--- config.mk ---
export PLATFORM = sky130hd
export DESIGN_NAME = p4_wide_add_seq
export DESIGN_NICKNAME = d
export VERILOG_FILES = /design/src/rtl/p4_seq_pkg.sv /design/src/rtl/p4_wide_add_seq.sv
export SDC_FILE = /design/constraint.sdc
export NUM_CORES = 1
export LEC_CHECK = 0
export CORE_UTILIZATION = 43
export DETAILED_ROUTE_END_ITERATION = 16
export PLACE_DENSITY = 0.77
export SLEW_MARGIN = 15
export SYNTH_ARGS = -nofsm -noshare
export SYNTH_HDL_FRONTEND = slang
export SYNTH_SLANG_ARGS = --single-unit
--- constraint.sdc ---
create_clock -name clk -period 2.05 [get_ports clk]
set_clock_uncertainty 0.2 [all_clocks]
set_input_delay 0.41 -clock clk [delete_from_list [all_inputs] [get_ports clk]]
set_output_delay 0.41 -clock clk [all_outputs]
set_load 0.02 [all_outputs]
--- src/rtl/p4_seq_pkg.sv ---
// ----------------------------------------------------------------------------
// p4_seq_pkg
//
// Purpose:
//     Shared definitions for the P4 wide-add sequencer: the sequencer state
//     encoding and a helper that sizes the word-index counter.
//
// Contents:
//     seq_state_e  - IDLE (waiting for operands), RUN (one word per cycle
//                    through the P4 adder), DONE (result held for downstream)
//     idx_width()  - bit width of a counter addressing n words, never below 1
// ----------------------------------------------------------------------------
package p4_seq_pkg;

    typedef enum logic [1:0] {
        IDLE = 2'd0,
        RUN  = 2'd1,
        DONE = 2'd2
    } seq_state_e;

    // A single-word operand still needs a 1-bit index so the counter exists.
    function automatic int idx_width(input int n);
        return (n <= 1) ? 1 : $clog2(n);
    endfunction

endpackage

--- src/rtl/p4_wide_add_seq.sv ---
// ----------------------------------------------------------------------------
// p4_wide_add_seq
//
// Purpose:
//     Adds two NWORDS*DWIDTH-bit operands by feeding an external DWIDTH-bit
//     combinational P4 adder one word per cycle, least significant word first,
//     and chaining each word's carry-out into the next word's carry-in.
//
// Ports:
//     clk, rst              - rising-edge clock, synchronous active-high reset
//     in_valid / in_ready   - upstream operand handshake
//     in_a, in_b, in_cin    - wide operands (word 0 is the LSW) and carry-in
//     p4_a, p4_b, p4_cin    - word operands driven to the P4 adder (0 off RUN)
//     p4_s, p4_cout         - combinational sum / carry back from the P4 adder
//     out_valid / out_ready - downstream result handshake
//     out_sum, out_cout     - assembled wide sum and final carry-out
//     out_ovf               - signed two's-complement overflow of the wide add
//     busy                  - high while words are being streamed (RUN)
//     op_count              - number of results handed off, wraps at 2^CNTW
// ----------------------------------------------------------------------------
module p4_wide_add_seq
    import p4_seq_pkg::*;
#(
    parameter int DWIDTH = 32,
    parameter int NWORDS = 4,
    parameter int CNTW   = 16
) (
    input  logic                     clk,
    input  logic                     rst,

    input  logic                     in_valid,
    output logic                     in_ready,
    input  logic [NWORDS*DWIDTH-1:0] in_a,
    input  logic [NWORDS*DWIDTH-1:0] in_b,
    input  logic                     in_cin,

    output logic [DWIDTH-1:0]        p4_a,
    output logic [DWIDTH-1:0]        p4_b,
    output logic                     p4_cin,
    input  logic [DWIDTH-1:0]        p4_s,
    input  logic                     p4_cout,

    output logic                     out_valid,
    input  logic                     out_ready,
    output logic [NWORDS*DWIDTH-1:0] out_sum,
    output logic                     out_cout,
    output logic                     out_ovf,

    output logic                     busy,
    output logic [CNTW-1:0]          op_count
);

    localparam int              IW       = idx_width(NWORDS);
    localparam logic [IW-1:0]   LAST_IDX = IW'(NWORDS - 1);

    seq_state_e r_state;
    seq_state_e w_nextState;

    // Operands and result are held as word arrays so the word mux and the
    // per-word write enable are plain array indexing by r_idx.
    logic [NWORDS-1:0][DWIDTH-1:0] r_aReg;
    logic [NWORDS-1:0][DWIDTH-1:0] r_bReg;
    logic [NWORDS-1:0][DWIDTH-1:0] r_sumReg;
    logic                          r_cinReg;
    logic                          r_carryReg;
    logic [IW-1:0]                 r_idx;
    logic [CNTW-1:0]               r_opCount;

    logic w_accept;
    logic w_handoff;
    logic w_lastWord;

    assign w_lastWord = (r_idx == LAST_IDX);
    assign op_count   = r_opCount;

    // State register. Reset from any state returns to IDLE, which abandons
    // an operation in flight without emitting a result.
    always_ff @(posedge clk) begin
        if (rst) begin
            r_state <= IDLE;
        end else begin
            r_state <= w_nextState;
        end
    end

    // Next-state and output decode. Every output defaults to 0 so the P4
    // operand bus is quiet outside RUN and the result bus is quiet outside
    // DONE. Accept only happens in IDLE, so a cycle that hands off a result
    // can never also accept a new request.
    always_comb begin
        w_nextState = r_state;
        w_accept    = 1'b0;
        w_handoff   = 1'b0;
        in_ready    = 1'b0;
        busy        = 1'b0;
        p4_a        = '0;
        p4_b        = '0;
        p4_cin      = 1'b0;
        out_valid   = 1'b0;
        out_sum     = '0;
        out_cout    = 1'b0;
        out_ovf     = 1'b0;

        case (r_state)
            IDLE: begin
                in_ready = 1'b1;
                w_accept = in_valid;
                if (in_valid) begin
                    w_nextState = RUN;
                end
            end

            RUN: begin
                busy   = 1'b1;
                p4_a   = r_aReg[r_idx];
                p4_b   = r_bReg[r_idx];
                // Word 0 takes the caller's carry-in; later words take the
                // carry-out registered from the previous word.
                p4_cin = (r_idx == '0) ? r_cinReg : r_carryReg;
                if (w_lastWord) begin
                    w_nextState = DONE;
                end
            end

            DONE: begin
                out_valid = 1'b1;
                out_sum   = r_sumReg;
                out_cout  = r_carryReg;
                // Overflow: operands agree in sign but the sum's sign differs.
                out_ovf   = (r_aReg[NWORDS-1][DWIDTH-1] == r_bReg[NWORDS-1][DWIDTH-1]) &&
                            (r_sumReg[NWORDS-1][DWIDTH-1] != r_aReg[NWORDS-1][DWIDTH-1]);
                w_handoff = out_ready;
                if (out_ready) begin
                    w_nextState = IDLE;
                end
            end

            default: begin
                w_nextState = IDLE;
            end
        endcase
    end

    // Datapath registers. Operands are captured on acceptance; during RUN the
    // P4 result for the current word is stored and its carry kept for the next
    // word. The counter advances only on an actual downstream handoff.
    always_ff @(posedge clk) begin
        if (rst) begin
            r_aReg     <= '0;
            r_bReg     <= '0;
            r_sumReg   <= '0;
            r_cinReg   <= 1'b0;
            r_carryReg <= 1'b0;
            r_idx      <= '0;
            r_opCount  <= '0;
        end else begin
            if (w_accept) begin
                r_aReg   <= in_a;
                r_bReg   <= in_b;
                r_cinReg <= in_cin;
                r_idx    <= '0;
            end

            if (r_state == RUN) begin
                r_sumReg[r_idx] <= p4_s;
                r_carryReg      <= p4_cout;
                if (!w_lastWord) begin
                    r_idx <= r_idx + IW'(1);
                end
            end

            if (w_handoff) begin
                r_opCount <= r_opCount + CNTW'(1);
            end
        end
    end

endmodule

Word level (Yosys, flattened, before mapping):

Cells that the tools add are included.

* bits in registers: 406
* bits of input ports: 294
* output and inout bits: 214
* logic and storage cells: 60

* $add $sub $neg: 2
* $lt $le $gt $ge: 2
* eq/ne operators: 8
* multiplexer cells: 26
* reduce and logical (&&, ||, !) cells: 5

Operators by type and width (count)
* 2-to-1 mux 32 bit: 5
* binary-select mux 32 bit (select 2 bit): 2
* bitwise mux 128 bit: 1
* 2-to-1 mux 128 bit: 1
* demux 32 bit (select 2 bit): 1
* adder 16 x 1 -> 16 bit, second input constant: 1
* 2-to-1 mux 2 bit: 6
* 2-to-1 mux 1 bit: 9
* inequality test 2 bit, second input constant: 3
* case mux 2 bit (3 select lines): 1
* equality test 2 bit, second input constant: 2
* logical NOT 2 bit: 2
* less-than comparator 2 x 3 -> 1 bit, second input constant: 1
* AND reduction 3 bit: 1
* adder 2 x 1 -> 2 bit, second input constant: 1
* equality test 2 x 1 -> 1 bit, second input constant: 1
* >= comparator 2 x 1 -> 1 bit, second input constant: 1
* logical AND 1 bit: 2
* equality test 1 bit: 1
* inequality test 1 bit: 1

Depth between registers and ports, before layout:

Gate-level depths: netlist (run 1).

* depth after elaboration: 5
* depth in mapped cells: 10
* mapped depth without buffers: 5

Worst setup path after synthesis (run 1):

No wires, ideal clock.

* path type: reg2out
* start: register r_idx[1]
* end: output p4_cin
* arrival: 1639 ps
* data required time: 1440 ps
* slack: -199 ps
* cell stages (with the launch flop): 7
* buffers on the path: 2
* path through: dfxtp_1 buf_2 buf_1 inv_1 ha_1 mux2i_1 nor2_1

* cells in the longest elaborated chain, start to end: 3

Ends and longest elaborated chain
* start: declaration: RTL line p4_wide_add_seq.sv:66 `logic [IW-1:0] r_idx;`
* start signal: assignment: RTL line p4_wide_add_seq.sv:168 `r_idx <= r_idx + IW'(1);`
* logical NOT 2 bit: RTL line p4_wide_add_seq.sv:119 `p4_cin = (r_idx == '0) ? r_cinReg : r_carryReg;`
* 2-to-1 mux 1 bit: RTL line p4_wide_add_seq.sv:119
* 2-to-1 mux 1 bit: RTL line p4_wide_add_seq.sv:104 `case (r_state)`
* end: declaration: RTL line p4_wide_add_seq.sv:39 `output logic p4_cin,`

No other way between the ends.

Final worst setup path (run 1):

* start: register r_idx[0]
* end: output p4_b[11]

* cells in the longest elaborated chain, start to end: 3

Ends and longest elaborated chain
* binary-select mux 32 bit (select 2 bit): RTL line p4_wide_add_seq.sv:116 `p4_b = r_bReg[r_idx];`
* 2-to-1 mux 32 bit (implied by the code): RTL line p4_wide_add_seq.sv:116
* 2-to-1 mux 32 bit: RTL line p4_wide_add_seq.sv:104
* end: declaration: RTL line p4_wide_add_seq.sv:38 `output logic [DWIDTH-1:0] p4_b,`

No other way between the ends. The select of a mux whose other input is x is not followed.

==> results of run 1 <==
worst max-delay path, stage by stage (launching register included):
cell and delay [ns]:
dfxtp_4 0.38, buf_12 0.15, buf_16 0.14, mux4_2 0.50, and2_4 0.18, buf_6 0.12
metal layers:
layer,wire (um),vias to the layer above,global-route usage,share of wire
met5,40,-,0,0.00064
met4,3510,6,0.155,0.056
met3,5330,214,0.0651,0.085
met2,30300,918,0.475,0.48
met1,23500,8220,0.338,0.37
li1,-,7907,-,-
power groups by stage:
stage	clock, mW	combinational (mW)	sequential (mW)
after global routing	8.14	2.77	8.54
after CTS	7.79	2.44	8.50
after global placement	0	2.25	8.66
final	7.72	2.58	8.53
after detailed placement	0	2.30	8.68
after floorplan	0	1.19	8.57
synthesized netlist by cell type, drive strengths merged (3+ instances only):
library cell	count
xor2	4
buf	99
xnor2	4
nor3b	3
or3	4
nor2	18
dfxtp	406
nand3	8
nand4	3
clkbuf	69
a21oi	393
mux2	3
o21ai	5
and2	199
mux4	64
inv	5
nor2b	3
nor3	3
nand2	782
ha	5
metrics by stage:
stage / hold slack [ns] / setup slack [ns] / std cells / utilization / total power, mW
floorplan: 0.232 / -0.0649 / 2091 / - / 9.75
global placement: 0.237 / -0.443 / 3029 / 0.593 / 10.9
detailed placement: 0.243 / -0.475 / 3029 / 0.593 / 11.0
CTS: 0.00770 / -0.626 / 3138 / 0.644 / 18.7
global route: 0.0413 / -0.654 / 3190 / 0.682 / 19.5
finish: 0.0322 / -0.598 / 3190 / 0.682 / 18.8
sequential cells by signal (all words and copies together), names as in the netlist:
register / cells
op_count: 16
r_cinReg: 1
r_idx: 2
r_state: 2
r_bReg: 128
r_carryReg: 1
r_aReg: 128
r_sumReg: 128
worst max path at each step:
stage	startpoint	to	slack, ns	cells past startpoint
after floorplan	r_idx[0]$_SDFF_PP0_	p4_cin	-0.06	7
after global routing	r_idx[0]$_SDFF_PP0_	p4_b[11]	-0.65	5
final	r_idx[0]$_SDFF_PP0_	p4_b[11]	-0.60	5
after detailed placement	r_idx[1]$_SDFF_PP0_	p4_b[5]	-0.48	4
after CTS	r_idx[0]$_SDFF_PP0_	p4_b[28]	-0.63	5
after global placement	r_idx[1]$_SDFF_PP0_	p4_a[30]	-0.44	4
area by class of cell:
class                      count  area [um^2]
antenna                        4         10.0
clock inverter                 7         91.3
multi-input combinational   1512         8670
clock buffer                  66         1290
tap                          518          648
inverter                       5         31.3
fill                        2883        12300
sequential                   406         8140
timing repair buffer         672         7610
cells by family (layout without fill, tap and decap cells):
| logic type | after synthesis | after routing | synth area share |
|---|---|---|---|
| and+or+nand+nor | 1032 | 1032 | 0.264 |
| muxes | 68 | 68 | 0.0871 |
| DFF | 406 | 406 | 0.477 |
| AOI/OAI and AO/OA | 399 | 399 | 0.117 |
| buffers and inverters | 173 | 750 | 0.0469 |
| adders and majority gates | 5 | 5 | 0.00367 |
| xor gates and xnor gates | 8 | 8 | 0.00411 |
| other | 0 | 4 | 0 |
what timing repair did:
| action | 4_1_cts | 5_1_grt |
|---|---|---|
| cloned | 11 | 13 |
| buffers inserted | 26 | 47 |
| pin swaps | 32 | 69 |
| setup endpoints to repair | 222 | 267 |
| gates resized for setup | 785 | 683 |
==> results.yml, run 1 <==
status:
  status: "finished, violations left"
  violations: "setup timing"
run:
  maxCapViolCount: 0
clocking:
  cts_hold_buf: 0
  tritoncts: "done"
  cts.htree.levels: 2
  cts_max_path_buffers: 3
  clk_pin_slew_ns: 0.06
  cts-buffers-inserted: 43
  clock_latency_ns: 0.55
  clock-root-buffer: "clkbuf_16"
  clock-sinks: 406
sta:
  rsz0062_at_grt: "yes"
  fin_crit_sh: 1.29
  max_freq_mhz: 378
  fin_setup_tns_ns: -88.25
  slew_headroom: 0.744
  tightest_slew_ns: 0.383
  finalHoldViolations: 0
  drv_slew: 0
  post-route-min-period_ns: 2.65
  final-setup-viol-count: 210
  fin_ws_ns: -0.598
setup_path:
  path_class: "reg -> out"
  required_ns: 1.44
  endpoint_kind: "output port"
  r2r_start: "r_idx[0]$_SDFF_PP0_"
  crit_arrival_ns: 2.04
  startpoint_type: "flip-flop"
  crit_fanout: 7
  reg2reg_depth: 10
  reg2reg_slack_ns: -0.03
  reg2reg_to: "r_sumReg[82]$_SDFFE_PP0P_"
placed_design:
  dp_hpwl_mm: 40.8
  routabilityCongestion: 0.947
  place_area_um2: 23000
  io_buffers: 507
routing:
  vias: 17265
  totalWireLength_mm: 62.7
  wire_per_inst_um: 19.6
  drt-vias-per-instance: 5.41
  drt_pass1_iterations: 7
  final_antenna_net_count: 0
  drc: 0
  drtIter0Drc: 1160
yosys:
  synth_flop_cell: "dfxtp_1"
  synthArstFlopShare: 0
  synth.top_cell.area_share: 0.477
  syn_avg_cell_area_um2: 8.15
  ys_ff_latch: 406
  yosys-top-cells-area: "dfxtp_1 48%, nand2_1 17%, a21oi_1 12%, mux4_2 8.5%, and2_1 7.3%"
  syn_inst: 2091
  ys_types: 33
  synth_top_area_cell: "dfxtp_1"
  synth_edf_count: 0
  synth_area_um2: 17000
  synth-seq-area-share: 0.477
  yosysWarnings: 0
  syn_nets: 2390
pwr:
  p_per_area_nw_per_um2: 711
  pwr-share-comb: 0.137
  vdd_ir_drop_max_mv: 0.523
  seqPwrFrac: 0.453
  power.share.clock: 0.410
  internal-power_mw: 14.2
  power.switching_mw: 4.63
  swShare: 0.246
  p_leak_nw: 10.5
finish:
  final_area_um2: 26500
  drive_gt1_frac: 0.264
  num-nets-final: 2939
  syn2layout_area_growth_pct: 55.4
  layout_commonest_cell: "nand2_1"
  most-common-layout-cells: "781 x nand2_1, 402 x dfxtp_1, 392 x a21oi_1"
floorplanning:
  start_util: 0.439
  die_h_um: 201
  die_w_um: 201
  io_pins: 508
  die_area_um2: 40400
  std_cell_rows: 72
  core_area_um2: 38800
global_route:
  grt_pass1_vias: 16598
  grt-ovfl-total: 0
  grt_first_pass_wirelength_mm: 91.1
  grtUsageTotal: 0.284
  antenna_found_initial: 8
  grt_max_degree: 79
hold_path:
  hp-start: "rst"
  worstHoldPathType: "in -> reg"
  holdPathEnd: "op_count[9]$_SDFFE_PP0P_"
  hold_path_depth: 2
(Power assumes the default switching activity.)
==> run 2, diff against run 1 <==
- RECOVER_POWER: default -> 25
- TNS_END_PERCENT: default -> 1
==> run 2 against run 1 <==
The run still ends with setup timing left; sequential power barely moved; via count fell by 4.1%; non-clock buffer count shrank 65; hold slack improved by 0.00090 ns; cell count down 2.0%; fmax is 0.33% lower; flip-flop and latch count unchanged; first-iteration DRC count shrank 15%; utilization shrank 4.9 points; critical path depth unchanged; routed wire length is 8.1% lower; largest power group unchanged.
==> results.yml, run 2 (synthesized netlist as in run 1, its figures left out) <==
global_route:
  grt_first_pass_wirelength_mm: 89.0
  grt_max_degree: 79
  antenna_found_initial: 8
  grt-ovfl-total: 0
  grtUsageTotal: 0.277
  grt_pass1_vias: 16353
pwr:
  p_leak_nw: 9.82
  pwr-share-comb: 0.130
  p_total_mw: 18.6
  p_per_area_nw_per_um2: 758
  power.share.clock: 0.413
  internal-power_mw: 14.1
  seqPwrFrac: 0.457
  vdd_ir_drop_max_mv: 0.527
  swShare: 0.244
  power.switching_mw: 4.54
status:
  violations: "setup timing"
  status: "finished, violations left"
sta:
  holdWs_ns: 0.0331
  post-route-min-period_ns: 2.66
  max_freq_mhz: 376
  rsz0062_at_grt: "yes"
  fin_ws_ns: -0.607
  drv_slew: 0
  finalHoldViolations: 0
  final-setup-viol-count: 199
  fin_crit_sh: 1.30
  tightest_slew_ns: 0.403
  slew_headroom: 0.731
setup_path:
  crit_buf_inv: 3
  crit_arrival_ns: 2.05
  startpoint_type: "flip-flop"
  crit_fanout: 7
  path_class: "reg -> out"
  required_ns: 1.44
  endpoint_kind: "output port"
  reg2reg_slack_ns: -0.10
  crit_family: "multiplexers"
  slowest_delay_ns: 0.49
  crit_slowest_cell: "mux4_2"
  crit_path_cell_trace: "buf_6 -> buf_12 -> mux4_2 -> and2_1 -> buf_2"
floorplanning:
  die_w_um: 201
  std_cell_rows: 72
  die_area_um2: 40400
  core_area_um2: 38800
  die_h_um: 201
  io_pins: 508
  start_util: 0.439
clocking:
  clk_pin_slew_ns: 0.06
  cts_max_path_buffers: 3
  cts-buffers-inserted: 43
  cts.htree.levels: 2
  clock_latency_ns: 0.56
  clock-root-buffer: "clkbuf_16"
  clock-sinks: 406
  tritoncts: "done"
routing:
  vias: 16554
  totalWireLength_mm: 57.6
  drtIter0Drc: 982
  drt_pass1_iterations: 6
  final_antenna_net_count: 0
  drc: 0
  wire_per_inst_um: 18.4
  drt-vias-per-instance: 5.30
finish:
  layout_commonest_cell: "nand2_1"
  num-nets-final: 2874
  most-common-layout-cells: "781 x nand2_1, 403 x dfxtp_1, 389 x a21oi_1"
  largestRegisters: "r_aReg: 128 flops, r_bReg: 128 flops, r_sumReg: 128 flops"
  drive_gt1_frac: 0.192
  syn2layout_area_growth_pct: 44.2
placed_design:
  routabilityCongestion: 0.947
  io_buffers: 507
  dp_hpwl_mm: 40.8
hold_path:
  worstHoldPathType: "in -> reg"
run:
  maxCapViolCount: 0
[run 2: changes by cell type in the layout (fill, tap and decap cells not counted), sizes merged]
cell / change
buf: -61
clkinv: -1
clkbuf: -3
clkdlybuf4s50: -7
inv: +1
dlymetal6s2s: +6
clkdlybuf4s15: +1
bufbuf: -1
[run 2: area by class of cell]
| cell class | count | area [um^2] |
|---|---|---|
| diodes | 4 | 10.0 |
| clock buffers | 66 | 1290 |
| clock inverters | 7 | 91.3 |
| fillers | 3258 | 14300 |
| inverters | 5 | 28.8 |
| multi-input cells | 1512 | 8300 |
| flip-flops and latches | 406 | 8140 |
| well taps | 518 | 648 |
| repair buffers | 607 | 6070 |
[run 2: worst reg2reg max path, delay by kind of cell, from the launching register on]
family | cells | cell delay [ns]
buf+inv | 4 | 0.58
simple gates | 3 | 0.52
compound gates | 1 | 0.17
fa+ha+maj | 1 | 0.17
flops | 1 | 0.37
[run 2: final timing paths]
check	startpoint	endpoint	cells past startpoint
hold / removal	rst	op_count[9]$_SDFFE_PP0P_	2
setup reg to reg	r_idx[0]$_SDFF_PP0_	r_idx[0]$_SDFF_PP0_	9
setup / recovery	r_idx[1]$_SDFF_PP0_	p4_a[10]	5
hold reg to reg	r_sumReg[64]$_SDFFE_PP0P_	r_sumReg[64]$_SDFFE_PP0P_	2
[run 2: power by group through the flow]
stage	Clock [mW]	Sequential (mW)	Combinational, mW
5_1_grt	8.14	8.54	2.63
3_5_place_dp	0	8.68	2.30
4_1_cts	7.79	8.50	2.40
6_report	7.69	8.52	2.43
2_1_floorplan	0	8.57	1.19
3_3_place_gp	0	8.66	2.25
[run 2: layer usage]
layer | part of all wire | GRT usage
met5 | 0.00045 | 0
met2 | 0.47 | 0.459
met3 | 0.084 | 0.0633
met1 | 0.39 | 0.334
met4 | 0.054 | 0.147
[run 2: repair_timing]
item	in CTS	in global routing
endpoints found under the setup margin	222	275
resized for setup	978	131
pin swaps	19	2
cloned	4	1
hold buffers	0	0
setup buffers	14	1
[run 2: through the flow]
step           instances  worst slack (ns)  instance area, um^2  utilization  TNS (ns)
6_report            3125            -0.607                24600        0.633    -82.50
5_1_grt             3125            -0.655                24600        0.633    -98.73
4_1_cts             3119            -0.626                24400        0.628    -91.24
3_5_place_dp        3029            -0.475                23000        0.593    -77.48
3_3_place_gp        3029            -0.443                23000        0.593    -70.53
2_1_floorplan       2091           -0.0649                17100            -     -2.36
==> variant: new RTL, flow settings as in run 2 <==
The parameter `DWIDTH` goes from 32 to 48.
--- a/src/rtl/p4_wide_add_seq.sv
+++ b/src/rtl/p4_wide_add_seq.sv
@@ -22,5 +22,5 @@
     import p4_seq_pkg::*;
 #(
-    parameter int DWIDTH = 32,
+    parameter int DWIDTH = 48,
     parameter int NWORDS = 4,
     parameter int CNTW   = 16
Ports: changed (6 resized); port bits go from 508 to 748. The function was not compared with the original's and may differ.
==> variant against run 2 <==
  * The run still ends with setup timing left
  * Sequential cell count increased by 192
  * Power increased by 51%
  * Core utilization increased by 1.5 points
  * Synthesized area increased by 45%
  * Count of clock-buffer cells in the layout increased by 21
  * Design area increased by 49%
  * Wire length increased by 62%
  * Via count increased by 48%
  * Global-route usage increased by 2.8 points
  * Largest cell class unchanged
  * Worst setup slack got worse by 160 ps
==> variant: results (changes against run 2) <==
[clock_network]
cts_inserted_buffers = 60  ; +40%
root_buffer = clkbuf_16
clockBufferDepth = 3  ; unchanged
cts-htree-levels = 2  ; unchanged
clk_latency_ps = 610  ; +50 ps

[run_status]
violations = setup timing
outcome = finished with violations

[routing]
vias_per_cell = 5.28  ; -0.33%
drt_iter0_markers = 2095  ; +110%
dr.pass1.iters = 7  ; +1
wirelength_mm = 93.6  ; +62%

[power]
p_leak_nw = 14.5  ; +47%
vdd.ir_drop.worst_uv = 684  ; +30%
intPower_mw = 21.3  ; +51%

[place]
gp_congestion = 0.943  ; -0.42%
dp_hpwl_mm = 66.3  ; +63%
pre_cts_ws_ps = -499  ; -23.9 ps
placed_cell_area_um2 = 34000  ; +48%
portBuffers = 747  ; +47%

[timing]
setup_viol = 522  ; +160%
setup_tns_ps = -175980  ; -93480 ps
setup_ws_ps = -766  ; -159 ps
timing.slew.headroom = 0.535  ; -0.196

[cells_and_area]
finalNetCount = 4233  ; +47%
drive_above_1_share = 0.208  ; +0.0159
reg.largest.list = r_aReg x192, r_bReg x192, r_sumReg x192

[setup_path]
crit_arrival_ps = 2210  ; +160 ps
path_max_fanout = 5  ; -2

[logic_synthesis]
synthTopCellsByArea = dfxtp_1, nand2_1, a21oi_1
seq_area_frac_synth = 0.483  ; +0.00644
synthesis.nets = 3510  ; +47%
ys_types = 34  ; +3.0%
yosys-top-cells-count = nand2_1, dfxtp_1, a21oi_1

[global_route]
antenna_found_initial = 47  ; +39
first_global_vias = 23200  ; +42%
grt_max_degree = 90  ; +14%
grt.total_usage = 0.305  ; +0.0278
grt_pass1_wl_mm = 139  ; +56%

## variant: cell types whose count changed after synthesis, sizes merged, moves of 2 or more
cell    change
a21oi     +193
and2       +95
buf        -50
clkbuf    +129
dfxtp     +192
mux2        -2
mux4       +32
nand2     +387
or4         +2
xor2        +2
## variant: logic make-up (layout without fill, tap and decap cells)
family / Yosys count / after routing / share of synthesized area
adder cells (fa/ha/maj): 5 / 5 / 0.00253
multiplexers: 98 / 98 / 0.0881
other: 0 / 33 / 0
AND/OR/NAND/NOR: 1512 / 1512 / 0.263
flip-flops: 598 / 598 / 0.483
AO/OA/AOI/OAI: 593 / 593 / 0.120
XOR/XNOR: 9 / 9 / 0.00318
buffers and inverters: 252 / 1024 / 0.0400
## variant: power by group through the flow
stage	Clock, mW	Sequential (mW)	Combinational [mW]
global route	12.5	12.6	3.98
global placement	0	12.8	3.47
CTS	12.1	12.5	3.68
detailed placement	0	12.8	3.52
finish	11.9	12.6	3.71
floorplan	0	12.6	1.73
## variant: layout make-up
cell class                      count  area [um2]
Fill cell                        4635       19900
Multi-Input combinational cell   2217       12200
Sequential cell                   598       12000
Timing Repair Buffer              908        9310
Clock buffer                       87        1810
Tap cell                          756         946
Clock inverter                     24         349
Antenna cell                       33        82.6
Inverter                            5        18.8
## variant: timing repair
action,in CTS,in global routing
resized for setup,1000,638
setup endpoints to repair,394,497
pin swaps,15,35
endpoints found under the hold margin,15,0
buffers inserted,12,2
hold buffers,1,0
cloned,7,0
## variant: path summary, 6_finish.rpt
| kind | from | to | slack, ps | cells past startpoint |
|---|---|---|---|---|
| setup / recovery | r_idx[0] | p4_b[44] | -770 | 6 |
| hold / removal | in_a[89] | r_aReg[89] | 140 | 3 |
| setup reg to reg | r_state[1] | r_bReg[58] | -350 | 8 |
| hold reg to reg | r_sumReg[160] | r_sumReg[160] | 250 | 2 |
## variant: layer usage
| layer | vias up | GRT usage | part of all wire |
|---|---|---|---|
| li1 | 11500 | - | - |
| met1 | 11500 | 0.359 | 0.37 |
| met2 | 1148 | 0.507 | 0.49 |
| met3 | 274 | 0.0771 | 0.083 |
| met4 | 26 | 0.168 | 0.053 |
| met5 | - | 0 | 0.0019 |
## variant: metrics by stage
step                      cells  hold slack (ps)  power (mW)  utilization
after floorplan            3067              232        14.3            -
after global placement     4465              237        16.3        0.601
after detailed placement   4465              242        16.3        0.601
after CTS                  4595              100        28.3        0.642
after global routing       4625              120        29.1        0.648
final                      4628              135        28.2        0.648
## variant: critical path, cell delays in order (launching register included)
cell and delay [ps]:
dfxtp_4 360, buf_12 130, buf_12 150, buf_6 130
mux4_2 500, and2_4 180, buf_4 150
